[src/rtl/xor_stream_descrambler_if.sv]
// xor_stream_descrambler_if: byte-stream handshake and seed-load bundle for the descrambler
interface xor_stream_descrambler_if;
  logic       seed_load;
  logic [7:0] seed_in;
  logic       in_valid;
  logic       in_ready;
  logic [7:0] in_data;
  logic       out_valid;
  logic       out_ready;
  logic [7:0] o;
  modport master (
    output seed_load, seed_in, in_valid, in_data, out_ready,
    input  in_ready, out_valid, o
  );
  modport slave (
    input  seed_load, seed_in, in_valid, in_data, out_ready,
    output in_ready, out_valid, o
  );
endinterface

[src/rtl/xor_stream_descrambler.sv]
// xor_stream_descrambler: XOR bytes with a Galois-LFSR keystream behind a one-deep output register (optional Count via XORDS_COUNT_EN)
module xor_stream_descrambler #(
  parameter logic [7:0] SEED = 8'hA5,
  parameter logic [7:0] TAPS = 8'hB8
) (
  input  logic CLK,
  input  logic Reset,
`ifdef XORDS_COUNT_EN
  output logic [15:0] count,
`endif
  xor_stream_descrambler_if.slave bus
);
  logic [7:0] k, k_adv, k_next, o_q, o_next;
  logic       ov, ov_next, accept;
  assign bus.in_ready  = !Reset && !bus.seed_load && (!ov || bus.out_ready);
  assign bus.out_valid = ov;
  assign bus.o         = o_q;
  assign accept        = bus.in_valid && bus.in_ready;
  // Keystream advance, seed substitution and output-register update; a zero seed would lock the LFSR, so it is replaced
  always_comb begin
    k_adv   = k[0] ? ((k >> 1) ^ TAPS) : (k >> 1);
    k_next  = bus.seed_load ? ((bus.seed_in == 8'h00) ? SEED : bus.seed_in) : accept ? k_adv : k;
    o_next  = accept ? (bus.in_data ^ k) : o_q;
    ov_next = accept ? 1'b1 : (ov && bus.out_ready) ? 1'b0 : ov;
  end
  // State registers; reset discards any byte mid-handshake
  always_ff @(posedge CLK) begin
    if (Reset) begin
      k   <= SEED;
      o_q <= 8'h00;
      ov  <= 1'b0;
    end else begin
      k   <= k_next;
      o_q <= o_next;
      ov  <= ov_next;
    end
  end
`ifdef XORDS_COUNT_EN
  // Accepted-byte counter, wraps naturally and survives seed loads
  always_ff @(posedge CLK) begin
    if (Reset) count <= 16'h0000;
    else if (accept) count <= count + 16'h0001;
  end
`endif
endmodule

[src/flat_wrapper.sv]
// flat-port wrapper written by rule: the top's interface ports become plain ports
module xor_stream_descrambler_flat 
#(
  parameter logic [7:0] SEED = 8'hA5,
  parameter logic [7:0] TAPS = 8'hB8
)
  (CLK, Reset, bus_seed_load, bus_seed_in, bus_in_valid, bus_in_data, bus_out_ready, bus_in_ready, bus_out_valid, bus_o);
  xor_stream_descrambler_if bus_i ();
  input  logic CLK;
  input  logic Reset;
  input wire logic [$bits(bus_i.seed_load)-1:0] bus_seed_load;
  input wire logic [$bits(bus_i.seed_in)-1:0] bus_seed_in;
  input wire logic [$bits(bus_i.in_valid)-1:0] bus_in_valid;
  input wire logic [$bits(bus_i.in_data)-1:0] bus_in_data;
  input wire logic [$bits(bus_i.out_ready)-1:0] bus_out_ready;
  output wire logic [$bits(bus_i.in_ready)-1:0] bus_in_ready;
  output wire logic [$bits(bus_i.out_valid)-1:0] bus_out_valid;
  output wire logic [$bits(bus_i.o)-1:0] bus_o;
  assign bus_i.seed_load = bus_seed_load;
  assign bus_i.seed_in = bus_seed_in;
  assign bus_i.in_valid = bus_in_valid;
  assign bus_i.in_data = bus_in_data;
  assign bus_i.out_ready = bus_out_ready;
  assign bus_in_ready = bus_i.in_ready;
  assign bus_out_valid = bus_i.out_valid;
  assign bus_o = bus_i.o;
  xor_stream_descrambler #(.SEED(SEED), .TAPS(TAPS)) u_core (.CLK(CLK), .Reset(Reset), .bus(bus_i));
endmodule
[config.mk]
export PLATFORM = sky130hd
export DESIGN_NAME = xor_stream_descrambler_flat
export DESIGN_NICKNAME = d
export VERILOG_FILES = /design/src/rtl/xor_stream_descrambler_if.sv /design/src/rtl/xor_stream_descrambler.sv /design/src/flat_wrapper.sv
export SDC_FILE = /design/constraint.sdc
export NUM_CORES = 1
export LEC_CHECK = 0
export CAP_MARGIN = 15
export CORE_MARGIN = 8
export CORE_UTILIZATION = 40
export DETAILED_ROUTE_END_ITERATION = 16
export PLACE_DENSITY = 0.71
export SYNTH_ARGS = -nofsm -noshare
export SYNTH_HDL_FRONTEND = slang
export SYNTH_SLANG_ARGS = --single-unit
[constraint.sdc]
create_clock -name CLK -period 1.6 [get_ports CLK]
set_clock_uncertainty 0.1 [all_clocks]
set_input_delay 0.48 -clock CLK [delete_from_list [all_inputs] [get_ports CLK]]
set_output_delay 0.48 -clock CLK [all_outputs]
set_load 0.05 [all_outputs]
# After elaboration in Yosys (flattened, before gate mapping)
# Index checks and enable logic that the tools add are counted.
[word_totals]
input_bits = 21
wordCells = 22
register_bits = 17
[op_classes]
muxes = 6
n_reduce_logical = 11
bitwise_logic = 2
[ops]
columns = ["op", "n"]
rows = [
  ["8-bit two-way mux", 4],
  ["8-bit zero test", 1],
  ["8-bit XOR", 1],
  ["1-bit logical AND", 4],
  ["3-bit NOT with 4-bit output", 1],
  ["2-bit nonzero test", 2],
  ["1-bit zero test", 3],
  ["1-bit two-way mux", 2],
  ["1-bit logical OR", 1],
]

# Depth between registers and ports, before layout
# Gate-level depths: netlist of run 1.
[depth]
depth_word = 6
ltp_mapped = 5
ltp_nobuf = 3

# Worst setup path after synthesis of run 1
# OpenSTA, ideal clock, no wires.
[synth_path]
path_kind = "register to output"
start = "register u_core.ov (netlist: u_core.bus.out_valid)"
end = "output bus_in_ready"
n_path_buf = 1
t_required_ns = 1.020
setup_slack_ns = -0.124
arrival_ns = 1.144
stages_incl_launch_ff = 4
path_cell_list = "dfxtp_1 -> and2b_1 -> buf_4 -> nor2_8"
[synth_via]
elab_chain_len = 3
[synth_rtl]
columns = ["element", "line", "text"]
rows = [
  ["start: declaration", "xor_stream_descrambler.sv:14", "logic ov, ov_next, accept;"],
  ["start signal: assignment", "xor_stream_descrambler.sv:35", "ov <= ov_next;"],
  ["1-bit zero test", "xor_stream_descrambler.sv:15", "assign bus.in_ready = !Reset && !bus.seed_load && (!ov || bus.out_ready);"],
  ["1-bit logical OR", "xor_stream_descrambler.sv:15", ""],
  ["1-bit logical AND", "xor_stream_descrambler.sv:15", ""],
  ["end: declaration", "flat_wrapper.sv:16", "output wire logic [$bits(bus_i.in_ready)-1:0] bus_in_ready;"],
]
# Every way passes these cells.

# Worst setup path after layout of run 1
[layout_path]
start = "input Reset"
end = "output bus_in_ready"
[layout_via]
elab_chain_len = 3
[layout_rtl]
columns = ["element", "line", "text"]
rows = [
  ["start: declaration", "flat_wrapper.sv:10", "input logic Reset;"],
  ["1-bit zero test", "xor_stream_descrambler.sv:15", ""],
  ["1-bit logical AND (2 in a row)", "xor_stream_descrambler.sv:15", ""],
]
# Every way passes these cells.

==> results_dict.tcl, run 1 <==
set metrics [dict create \
    layout-drive-gt1-share_pct 32.6 \
    violations "setup timing" \
    fin_total_pwr_uw 1040 \
    cpPeakStageDelay_ns 0.27 \
    num_antenna_cells 0 \
    slowest_stage "or2_4" \
    cts_tree "yes" \
    cts-root-buf "clkbuf_4" \
    start_util_pct 42.7 \
    rsz0062_at_grt "yes" \
    report.final.hold_viol_count 0 \
    ios 31 \
    syn_inst 97 \
    worst-setup-path-type "in2out" \
    worstSkewPairLatency_ns 0.28 \
    outcome "finished, violations left" \
    dieArea_mm2 0.00423 \
    crit_path_start_kind "primary input" \
    cp_data_required_time_ns 1.02 \
    gp_congestion 0.812 \
    clock-sinks 17 \
    cts_hold_buf 0 \
    maxSlewViolCount 0 \
    htreeDepth 1 \
    antenna_found_initial 0 \
    fin_util_pct 63.8 \
    ys_types 31 \
    irDropWorstVdd_v 0.000417 \
    portBuffers 30 \
    die_width_um 65.0 \
    power_per_cell_area_mw_per_mm2 725 \
    setup.worst_path.end_class "output pin" \
    grt_util_all_layers_pct 11.0 \
    ys_warn_count 0 \
    synth.net_count 118 \
    path_cells "buf_6, or2_4, nor2_8, buf_12" \
    fin_ws_ns -0.0928 \
    synth_area_um2 962 \
    overflow 0 \
    ys_seq_area_share_pct 35.4 \
    cp.arrival_ns 1.11 \
    synth-seq-cells 17 \
    setup_viol 1 \
    viasPerCell 5.44 \
    wl_mm 2.35 \
    hp-class "reg2reg" \
    cts_made_buffers 3 \
    dr.pass1.iters 4 \
    grt_max_degree 19 \
    dp_hpwl_mm 1.82 \
    post_drt_wl_per_cell_um 14.4 \
    fin_crit_ns 1.69 \
    slew_headroom_pct 80.8 \
    cp_top_family "simple AND/OR/NAND/NOR gates" \
    vias 887 \
    path_max_fanout 2 \
    area_growth_pct 49.4 \
    ant_nets 0 \
    fmax_mhz 591 \
    clk_pin_slew_worst_paths_ns 0.10 \
    clock_path_buffers 2 \
    avgSynthCellArea_um2 9.92 \
    worst_slew_pin_slew_ns 0.287 \
    p_leak_uw 0.000517 \
    fin_nets 157 \
    remaining_drc_errors 0 \
    row_count 17 \
    coreArea_mm2 0.00225 \
    grt_pass1_vias 884 \
    worstPathBufferInverterCount 2 \
    drtIter0Drc 20 \
    grt_pass1_wl_mm 3.82 \
    min_period_over_period_pct 106 \
    die_h_um 65.0 \
    maxCapViolations 0 \
]
-- area by class of cell --
class                   count  area (um^2)
fillers                   207          817
multi-input cells          68          531
repair buffers             44          497
flip-flops and latches     17          342
well taps                  28         35.0
clock buffers               4         26.3
inverters                   2         7.51
-- synthesized netlist by cell type --
cell / n / area share [%]
nor2_1: 2 / 0.78
nand2b_1: 1 / 0.65
nor3_1: 6 / 3.1
o32ai_2: 1 / 1.7
buf_4: 3 / 2.3
a21oi_1: 2 / 1.0
o2bb2ai_1: 1 / 0.91
o21ai_1: 2 / 1.0
o21ai_0: 4 / 2.1
inv_1: 1 / 0.39
nand3_2: 2 / 2.1
dfxtp_1: 17 / 35
nor4_1: 2 / 1.3
and2b_1: 1 / 0.78
clkbuf_1: 1 / 0.39
buf_2: 2 / 1.0
nor2_4: 1 / 1.2
o32ai_1: 1 / 0.91
nand2_1: 3 / 1.2
nand3_1: 4 / 2.1
inv_2: 1 / 0.39
a32oi_1: 4 / 3.6
a31oi_1: 8 / 5.2
buf_8: 1 / 1.6
a311oi_2: 5 / 7.8
a311oi_1: 5 / 4.6
xnor2_1: 8 / 7.3
or2_4: 1 / 0.91
nor2_8: 1 / 2.1
xor2_1: 3 / 2.7
buf_6: 3 / 3.5
-- where the power goes --
group	leakage (uW)	internal, uW	switching (uW)
combinational	0.000362	177	157
sequential	0.000141	453	31.6
clock	0.0000150	96.6	127
-- cells in the final DEF (no fill, tap or decap), drive strengths merged, types with 3 or more instances in the layout --
cell           count
buf               27
clkdlybuf4s50     17
dfxtp             17
a311oi            10
xnor2              8
a31oi              8
nor3               6
o21ai              6
nand3              6
a32oi              4
clkbuf             4
nor2               4
xor2               3
nand2              3
-- per-stage QoR --
stage               instance area, um^2  worst slack [ns]  hold WS (ns)  std cells  setup TNS (ns)
detailed placement                 1400            -0.464         0.406        156           -5.84
global route                       1440            -0.110         0.432        163          -0.110
CTS                                1440           -0.0945         0.422        163         -0.0945
global placement                   1400            -0.444         0.405        156           -5.30
finish                             1440           -0.0928         0.414        163         -0.0928
floorplan                           962            -0.124         0.384         97          -0.124
-- tightest hold or removal path, stage by stage, from the launching register on --
cell	delay, ns
dfxtp_1	0.34
nand3_2	0.06
a311oi_1	0.07
-- sequential cells by signal, summed over array words and instances (netlist names) --
register	count
u_core.bus.out_valid	1
u_core.bus.o	8
u_core.k	8
-- routing by layer --
layer	track usage (%)	share of wire, %
met4	4.09	0.43
met5	0	0
met2	18.5	47
met1	13.0	47
met3	3.09	5.6
-- cell families after synthesis --
logic type | share of synthesized area (%)
buffers and inverters | 9.62
AOI/OAI and AO/OA | 28.9
DFF | 35.4
and+or+nand+nor | 16.1
xor gates and xnor gates | 10.0
-- what timing repair did --
action                                  CTS  global route
pin swaps                                 2             0
resized for setup                        15             0
endpoints found under the setup margin   13             1
setup buffers                             3             0
-- worst paths after layout --
check / slack, ns / depth (start not counted) / end / startpoint
worst max-delay path: -0.09 / 4 / bus_in_ready / Reset
worst min-delay path: 0.41 / 2 / u_core.k[6]$_SDFFE_PP0P_ / u_core.k[7]$_SDFFE_PP1P_
worst max register to register: 0.23 / 5 / u_core.k[4]$_SDFFE_PP0P_ / u_core.bus.out_valid$_SDFFE_PP0P_
worst min register to register: 0.41 / 2 / u_core.k[6]$_SDFFE_PP0P_ / u_core.k[7]$_SDFFE_PP1P_
No activity file was read; power rests on OpenSTA's default activity.
==> run 2: changes to the inputs <==
GPL_ROUTABILITY_DRIVEN = 0   (was unset)
==> results of run 2 <==
No change in the layout: final DEF, timing and power equal those of run 1.
